## config.mk

```make
export PLATFORM = sky130hd
export DESIGN_NAME = apu_pulse_sweep
export DESIGN_NICKNAME = d
export VERILOG_FILES = /design/src/rtl/apu_pkg.sv /design/src/rtl/apu_sweep_target.sv /design/src/rtl/apu_pulse_sweep.sv
export SDC_FILE = /design/constraint.sdc
export NUM_CORES = 1
export LEC_CHECK = 0
export ABC_AREA = 1
export ABC_CLOCK_PERIOD_IN_PS = 6400
export CORE_ASPECT_RATIO = 0.7
export CORE_MARGIN = 4
export CORE_UTILIZATION = 55
export CTS_CLUSTER_DIAMETER = 30
export DETAILED_ROUTE_END_ITERATION = 8
export HOLD_SLACK_MARGIN = 0.15
export PLACE_DENSITY = 0.79
export SLEW_MARGIN = 15
export SYNTH_ARGS = -nofsm -noshare
export SYNTH_HDL_FRONTEND = slang
export SYNTH_HIERARCHICAL = 1
export SYNTH_SLANG_ARGS = --single-unit
```

## constraint.sdc

```tcl
create_clock -name clk -period 6.4 [get_ports clk]
set_input_delay 1.28 -clock clk [delete_from_list [all_inputs] [get_ports clk]]
set_output_delay 1.28 -clock clk [all_outputs]
set_load 0.05 [all_outputs]
```

## src/rtl/apu_pkg.sv

```systemverilog
// apu_pkg: shared widths, thresholds and sweep register layout for the APU pulse channels
package apu_pkg;
   localparam int APU_PERIOD_W        = 11;
   localparam int APU_MUTE_MIN_PERIOD = 8;
   typedef struct packed {
      logic       en;
      logic [2:0] period;
      logic       neg;
      logic [2:0] shift;
   } sweep_reg_t;
endpackage

```

## src/rtl/apu_sweep_target.sv

```systemverilog
// apu_sweep_target: combinational sweep target period; shared by both pulse channels
module apu_sweep_target
   import apu_pkg::*;
#(
   parameter bit ONES_COMPLEMENT = 1'b1
) (
   input  logic [APU_PERIOD_W-1:0] i_period,
   input  logic [2:0]              i_shift,
   input  logic                    i_negate,
   output logic [APU_PERIOD_W:0]   o_target,
   output logic                    o_overflow
);
   logic [APU_PERIOD_W-1:0] w_delta;
   logic [APU_PERIOD_W+1:0] w_diff;
   assign w_delta = i_period >> i_shift;
   // one extra bit so a borrow below zero is visible and can saturate to 0
   assign w_diff = {2'b00, i_period} - {2'b00, w_delta} - {{(APU_PERIOD_W+1){1'b0}}, ONES_COMPLEMENT};
   assign o_target = i_negate ? (w_diff[APU_PERIOD_W+1] ? '0 : w_diff[APU_PERIOD_W:0])
                              : {1'b0, i_period} + {1'b0, w_delta};
   assign o_overflow = !i_negate & o_target[APU_PERIOD_W];
endmodule

```

## src/rtl/apu_pulse_sweep.sv

```systemverilog
// apu_pulse_sweep: pulse channel period register, sweep unit and timer load interface.
// APU_SWEEP_MUTE_EN enables the mute output; otherwise mute is 0 and only overflow blocks sweeps.
module apu_pulse_sweep
   import apu_pkg::*;
#(
   parameter bit ONES_COMPLEMENT = 1'b1
) (
   input  logic                    clk,
   input  logic                    reset,
   input  logic                    half_frame,
   input  logic                    sweep_wr,
   input  logic [7:0]              sweep_data,
   input  logic                    period_lo_wr,
   input  logic                    period_hi_wr,
   input  logic [7:0]              period_data,
   output logic                    timer_load,
   output logic [APU_PERIOD_W-1:0] timer_data_out,
   output logic                    mute
);
   sweep_reg_t              r_sweep;
   logic [APU_PERIOD_W-1:0] r_period, r_tdo, w_base, w_period_nxt;
   logic [2:0]              r_div;
   logic                    r_reload, r_load, r_mute;
   logic [APU_PERIOD_W:0]   w_target;
   logic                    w_overflow, w_mute, w_block, w_div_zero, w_sweep;

   apu_sweep_target #(.ONES_COMPLEMENT(ONES_COMPLEMENT)) u_target (
      .i_period   (r_period),
      .i_shift    (r_sweep.shift),
      .i_negate   (r_sweep.neg),
      .o_target   (w_target),
      .o_overflow (w_overflow)
   );

`ifdef APU_SWEEP_MUTE_EN
   localparam bit MUTE_RST = 1'b1;
   logic w_mute_cond;
   assign w_mute_cond = (r_period < APU_PERIOD_W'(APU_MUTE_MIN_PERIOD)) | w_overflow;
   assign w_mute      = w_mute_cond;
   assign w_block     = w_mute_cond;
`else
   localparam bit MUTE_RST = 1'b0;
   assign w_mute  = 1'b0;
   assign w_block = w_overflow;
`endif

   assign w_div_zero = (r_div == 3'd0);
   assign w_sweep    = half_frame & w_div_zero & r_sweep.en & (r_sweep.shift != 3'd0) & !w_block;
   // any CPU write discards the sweep result for both halves
   assign w_base       = (period_lo_wr | period_hi_wr | !w_sweep) ? r_period : w_target[APU_PERIOD_W-1:0];
   assign w_period_nxt = {period_hi_wr ? period_data[2:0] : w_base[10:8],
                          period_lo_wr ? period_data      : w_base[7:0]};

   always_ff @(posedge clk or posedge reset) begin
      if (reset) begin
         r_sweep  <= '0;
         r_period <= '0;
         r_tdo    <= '0;
         r_div    <= '0;
         r_reload <= 1'b0;
         r_load   <= 1'b0;
         r_mute   <= MUTE_RST;
      end else begin
         r_period <= w_period_nxt;
         r_tdo    <= r_period;
         r_load   <= (r_period != r_tdo);
         r_mute   <= w_mute;
         if (sweep_wr) r_sweep <= sweep_reg_t'(sweep_data);
         if (sweep_wr) r_reload <= 1'b1;
         else if (half_frame && (w_div_zero || r_reload)) r_reload <= 1'b0;
         if (half_frame) r_div <= (w_div_zero || r_reload) ? r_sweep.period : r_div - 3'd1;
      end
   end

   assign timer_load     = r_load;
   assign timer_data_out = r_tdo;
   assign mute           = r_mute;
endmodule

```

# Yosys cells after proc, flatten, opt, wreduce, memory -nomap -nowiden
# Index checks and enable logic that the tools add are counted.
[totals] out_inout_bits=13 inputBits=22 word_cells=41 reg_bits=35
[classes] n_eq_ne=3 n_shift=1 n_addsub=4 n_reduce_logical=8 n_bitwise=7 mux=8
[op_table] operator="$mux W12" count=2
[op_table] operator="$sub A13 B1 Y13 const B" count=1
[op_table] operator="$add A11 B11 Y12" count=1
[op_table] operator="$sub A11 B11 Y12" count=1
[op_table] operator="$mux W11" count=1
[op_table] operator="$ne A11 B11 Y1" count=1
[op_table] operator="$shr A11 B3 Y11" count=1
[op_table] operator="$mux W8" count=1
[op_table] operator="$mux W3" count=2
[op_table] operator="$and A1 B1 Y1" count=5
[op_table] operator="$ne A2 B2 Y1 const B" count=2
[op_table] operator="$logic_not A1 Y1" count=3
[op_table] operator="$logic_not A3 Y1" count=1
[op_table] operator="$reduce_bool A3 Y1" count=1
[op_table] operator="$sub A3 B1 Y3 const B" count=1
[op_table] operator="$mux W1" count=2
[op_table] operator="$or A1 B1 Y1" count=2
[op_table] operator="$reduce_bool A2 Y1" count=1
[op_table] operator="$logic_and A1 B1 Y1" count=1
[op_table] operator="$logic_or A1 B1 Y1" count=1

# Longest topological paths before layout
[logic_depth] ltp_word=12 depth_mapped=28 depth_no_buf=27

# Modules after synthesis
# The synthesis kept the hierarchy.
[modules_own_cells] mod="apu_sweep_target" area_per_inst_um2=1990.7 seq_area_each_um2=0.0 cells_each=373 n_inst=1
[modules_own_cells] mod="apu_pulse_sweep" area_per_inst_um2=1615.3 seq_area_each_um2=875.8 cells_each=192 n_inst=1

# Worst setup path after synthesis
# Ideal clock, no wire load.
[synth_timing] path_type="reg2reg" start="reg r_sweep[1] (netlist bit)" end="reg r_period[5]" setup_slack_ns=3.237 t_arrival_ns=3.047 period_less_slack_ns=3.163 required_ns=6.283 setup_ns=0.117 path_buffers=2 stages_incl_launch_ff=25 cell_sequence="dfrtp_1 -> clkbuf_1 -> inv_1 -> clkbuf_1 -> o211ai_1 -> o211ai_1 -> o21ai_0 -> ha_1 -> inv_1 -> fa_1 -> inv_1 -> ha_1 -> nand2_1 -> inv_2 -> nand3_2 -> nor2_4 -> nand3_2 -> nand2_2 -> inv_2 -> nand2_1 -> nand2_1 -> nand2_1 -> nand2_1 -> nand2_1 -> nand2_1"
[synth_between] elab_cells_between_ends=16 cone_classes="add/sub (3); eq/ne (1); shift (1); mux (4); bitwise (4); reduce/logical (3)"
[synth_rtl] element="from (decl)" line_no="apu_pulse_sweep.sv:20" rtl="sweep_reg_t r_sweep;"
[synth_rtl] element="from (signal assigned)" line_no="apu_pulse_sweep.sv:68" rtl="if (sweep_wr) r_sweep <= sweep_reg_t'(sweep_data);"
[synth_rtl] element="$shr A11 B3 Y11 (*)" line_no="apu_sweep_target.sv:15" rtl="assign w_delta = i_period >> i_shift;"
[synth_rtl] element="$sub A11 B11 Y12" line_no="apu_sweep_target.sv:17" rtl="assign w_diff = {2'b00, i_period} - {2'b00, w_delta} - {{(APU_PERIOD_W+1){1'b0}}, ONES_COMPLEMENT};"
[synth_rtl] element="$sub A13 B1 Y13" line_no="apu_sweep_target.sv:17"
[synth_rtl] element="$mux W12" line_no="apu_sweep_target.sv:18" rtl="assign o_target = i_negate ? (w_diff[APU_PERIOD_W+1] ? '0 : w_diff[APU_PERIOD_W:0])"
[synth_rtl] element="$mux W12 (*)" line_no="apu_sweep_target.sv:18"
[synth_rtl] element="named net w_target[5]" line_no="apu_pulse_sweep.sv:24" rtl="logic [APU_PERIOD_W:0] w_target;"
[synth_rtl] element="$mux W11 (*)" line_no="apu_pulse_sweep.sv:50" rtl="assign w_base = (period_lo_wr | period_hi_wr | !w_sweep) ? r_period : w_target[APU_PERIOD_W-1:0];"
[synth_rtl] element="$mux W8 (*)" line_no="apu_pulse_sweep.sv:52" rtl="period_lo_wr ? period_data : w_base[7:0]};"
[synth_rtl] element="to (signal assigned)" line_no="apu_pulse_sweep.sv:64" rtl="r_period <= w_period_nxt;"
[synth_rtl] element="to (decl)" line_no="apu_pulse_sweep.sv:21" rtl="logic [APU_PERIOD_W-1:0] r_period, r_tdo, w_base, w_period_nxt;"
# The timed path passes the listed nets; every way through them passes the cells marked *. The select of a mux whose other input is x is not followed.
# A chain may end at the register's enable or synchronous reset.

# Worst setup path in the final report
[layout_timing] start="reg r_sweep[0] (netlist bit)" end="reg r_period[2]"
# Same word-level chain as after synthesis.

==> impl_metrics.yaml <==
status:
  status: "complete, no violations"
floorplanning:
  io_pins: 35
  core_region_area_mm2: 0.00628
  die_w_um: 105
  rows: 24
  initial_core_util_pct: 57.2
  die_area_mm2: 0.00791
  die_h_um: 75.6
pwr:
  p_sw_uw: 871
  power_leakage_nw: 2.17
  p_seq_share_pct: 21.5
  powerDensity_mw_per_mm2: 398
  p_total_mw: 1.60
  clkPwrFrac_pct: 11.1
  switching_share_pct: 54.5
  p_comb_share_pct: 67.3
  internal_power_uw: 727
  ir_worst_vdd_mv: 0.155
logic_synthesis:
  ys.warnings.count: 6
  syn_avg_cell_area_um2: 6.39
  syn_area_mm2: 0.00359
  postSynthCellCount: 562
  synth_nets: 613
drt:
  remaining_drc_errors: 0
  detail-route-antenna-nets: 0
  dr.pass1.iters: 5
  viasPerCell: 5.47
  num_vias: 3639
  drt_first_iter_violations: 331
  wl_per_cell_um: 14.8
  drt-total-wl_um: 9840
finish:
  n_antenna_cell: 0
  regArea_um2: 876
  syn_to_final_growth_pct: 11.8
  layout-drive-gt1-share_pct: 7.50
  multi_input_area_mm2: 0.00229
  finalInstanceArea_mm2: 0.00402
  nFillCells: 579
  final_net_count: 637
sta:
  setup_tns_ps: 0
  tightestPinTransition_ps: 650
  fmax_mhz: 248
  fin_worst_skew_ps: 3.36
  grt_setup_unrepaired: "no"
  hold_viol_final: 0
  timing.final.crit_share_pct: 62.9
  holdWs_ps: 516
  timing.final.ws_setup_ps: 2370
  slew_violations: 0
  finalSetupViolCount: 0
  final.min_clock_period_ps: 4030
  slew_headroom_pct: 56.2
grt:
  grt-ovfl-total: 0
  grt_max_degree: 36
  grt_pass1_vias: 3182
  grt_pass1_wl_um: 16300
  antenna_found_initial: 0
  gr-usage-all-layers_pct: 26.0
cts:
  insertion_delay_ps: 280
  cts_setup_buffers: 0
  clockRootBuffer: "clkbuf_8"
  cts_resized: 0
  clock_sinks: 35
  cts.clk_slew.worst_paths_ps: 70
  cts_tree: "done"
  clock_tree.buffer_depth: 2
  cts_buffers: 5
  holdBufCountCts: 0
  cts_max_level: 2
critical_path:
  reg2reg_from: "r_sweep[0]$_DFFE_PP0P_"
  cp.required_ps: 6580
  cp-startpoint: "r_sweep[0]$_DFFE_PP0P_"
  cp-start-kind: "flop"
  critPathMaxStageDelay_ps: 600
  path_common_cell: "nand2_1"
  crit_chain: "clkinv_1 > nand2_1 > nand2_1 > inv_1 > nand2_1 > o21ai_0 > inv_1 > o21ai_0 > fa_1 > inv_1 > ha_1 > nand2_1 > inv_2 > nand3_2 > nor2_4 > nand3_2 > nand2_2 > o21ai_0 > nand2_1 > nand2_1 > nand2_1 > nand2_1"
  arrival_ps: 4200
  critical-path-slowest-cell: "dfrtp_1"
  cp_max_fo: 14
  rr_worst_depth: 22
  crit_path_end_kind: "flop"
  path_class: "reg2reg"
run:
  max-cap-violations: 0
place:
  detailed_place_hpwl_um: 7870
  io_buffer_count: 33
  pre_cts_slack_ps: 2520
  placed_area_mm2: 0.00392
  place.gp.congestion: 0.986
min_path:
  hold_path_depth: 1
  min_from: "r_sweep[7]$_DFFE_PP0P_"
  hold_path.class: "reg2reg"
-- worst paths after layout --
check,endpoint,slack [ps]
worst min register to register,r_sweep[7]$_DFFE_PP0P_,520
worst min-delay path,r_sweep[7]$_DFFE_PP0P_,520
max in group asynchronous,r_sweep[3]$_DFFE_PP0P_,4690
min in group asynchronous,timer_data_out[2]$_DFF_PP0_,1400
worst max-delay path,r_period[2]$_DFFE_PP0P_,2370
worst max register to register,r_period[2]$_DFFE_PP0P_,2370
-- sequential cells by signal, indices dropped and copies added, names as in the netlist --
signal          cells
r_div               3
timer_load          1
r_period           11
timer_data_out     11
r_reload            1
r_sweep             8
-- critical path: cells and delay by family, from the launching register on --
family / cells / cell delay (ps)
AND/OR/NAND/NOR: 12 / 1140
buffers and inverters: 5 / 710
adder cells (fa/ha/maj): 2 / 690
flip-flops: 1 / 600
AO/OA/AOI/OAI: 3 / 780
-- power by group through the flow --
stage | logic, mW | registers [mW] | clock network [mW]
4_1_cts | 1.05 | 0.343 | 0.181
5_1_grt | 1.19 | 0.353 | 0.193
3_3_place_gp | 1.04 | 0.345 | 0
3_5_place_dp | 1.05 | 0.347 | 0
2_1_floorplan | 0.765 | 0.385 | 0
6_report | 1.08 | 0.344 | 0.178
-- placed cells by master, fill, tap and decap left out, drive strengths merged --
cell type	count
conb	1
nor3b	1
or2	2
a21oi	16
a21o	1
xnor2	8
dfrtp	35
nor2	39
clkbuf	8
fa	2
o21bai	5
o211ai	6
clkdlybuf4s50	33
nand2	215
o21ai	40
ha	27
mux2	2
a221oi	2
nor3	2
a31oi	1
xor2	2
a21boi	1
clkinv	2
buf	1
inv	81
nand3	46
nand4	7
nor4	1
-- metal layers --
layer	up-vias	global-route usage (%)	wire length (um)
li1	1811	-	-
met1	1664	40.8	5020
met2	160	39.4	3940
met3	4	3.90	866
met4	0	2.33	22
met5	-	0	0
-- stage by stage --
step / cells / util, %
3_5_place_dp: 657 / 62.4
2_1_floorplan: 562 / -
3_3_place_gp: 657 / 62.4
5_1_grt: 665 / 64.0
6_report: 665 / 64.0
4_1_cts: 665 / 64.0
-- final cells by class --
| type | instances | share of cell area, % |
|---|---|---|
| Inverter | 83 | 7.88 |
| Clock buffer | 8 | 2.49 |
| Timing Repair Buffer | 34 | 8.41 |
| Multi-Input combinational cell | 427 | 57.0 |
| Tap cell | 78 | 2.43 |
| Sequential cell | 35 | 21.8 |
No activity file was read; power rests on OpenSTA's default activity.
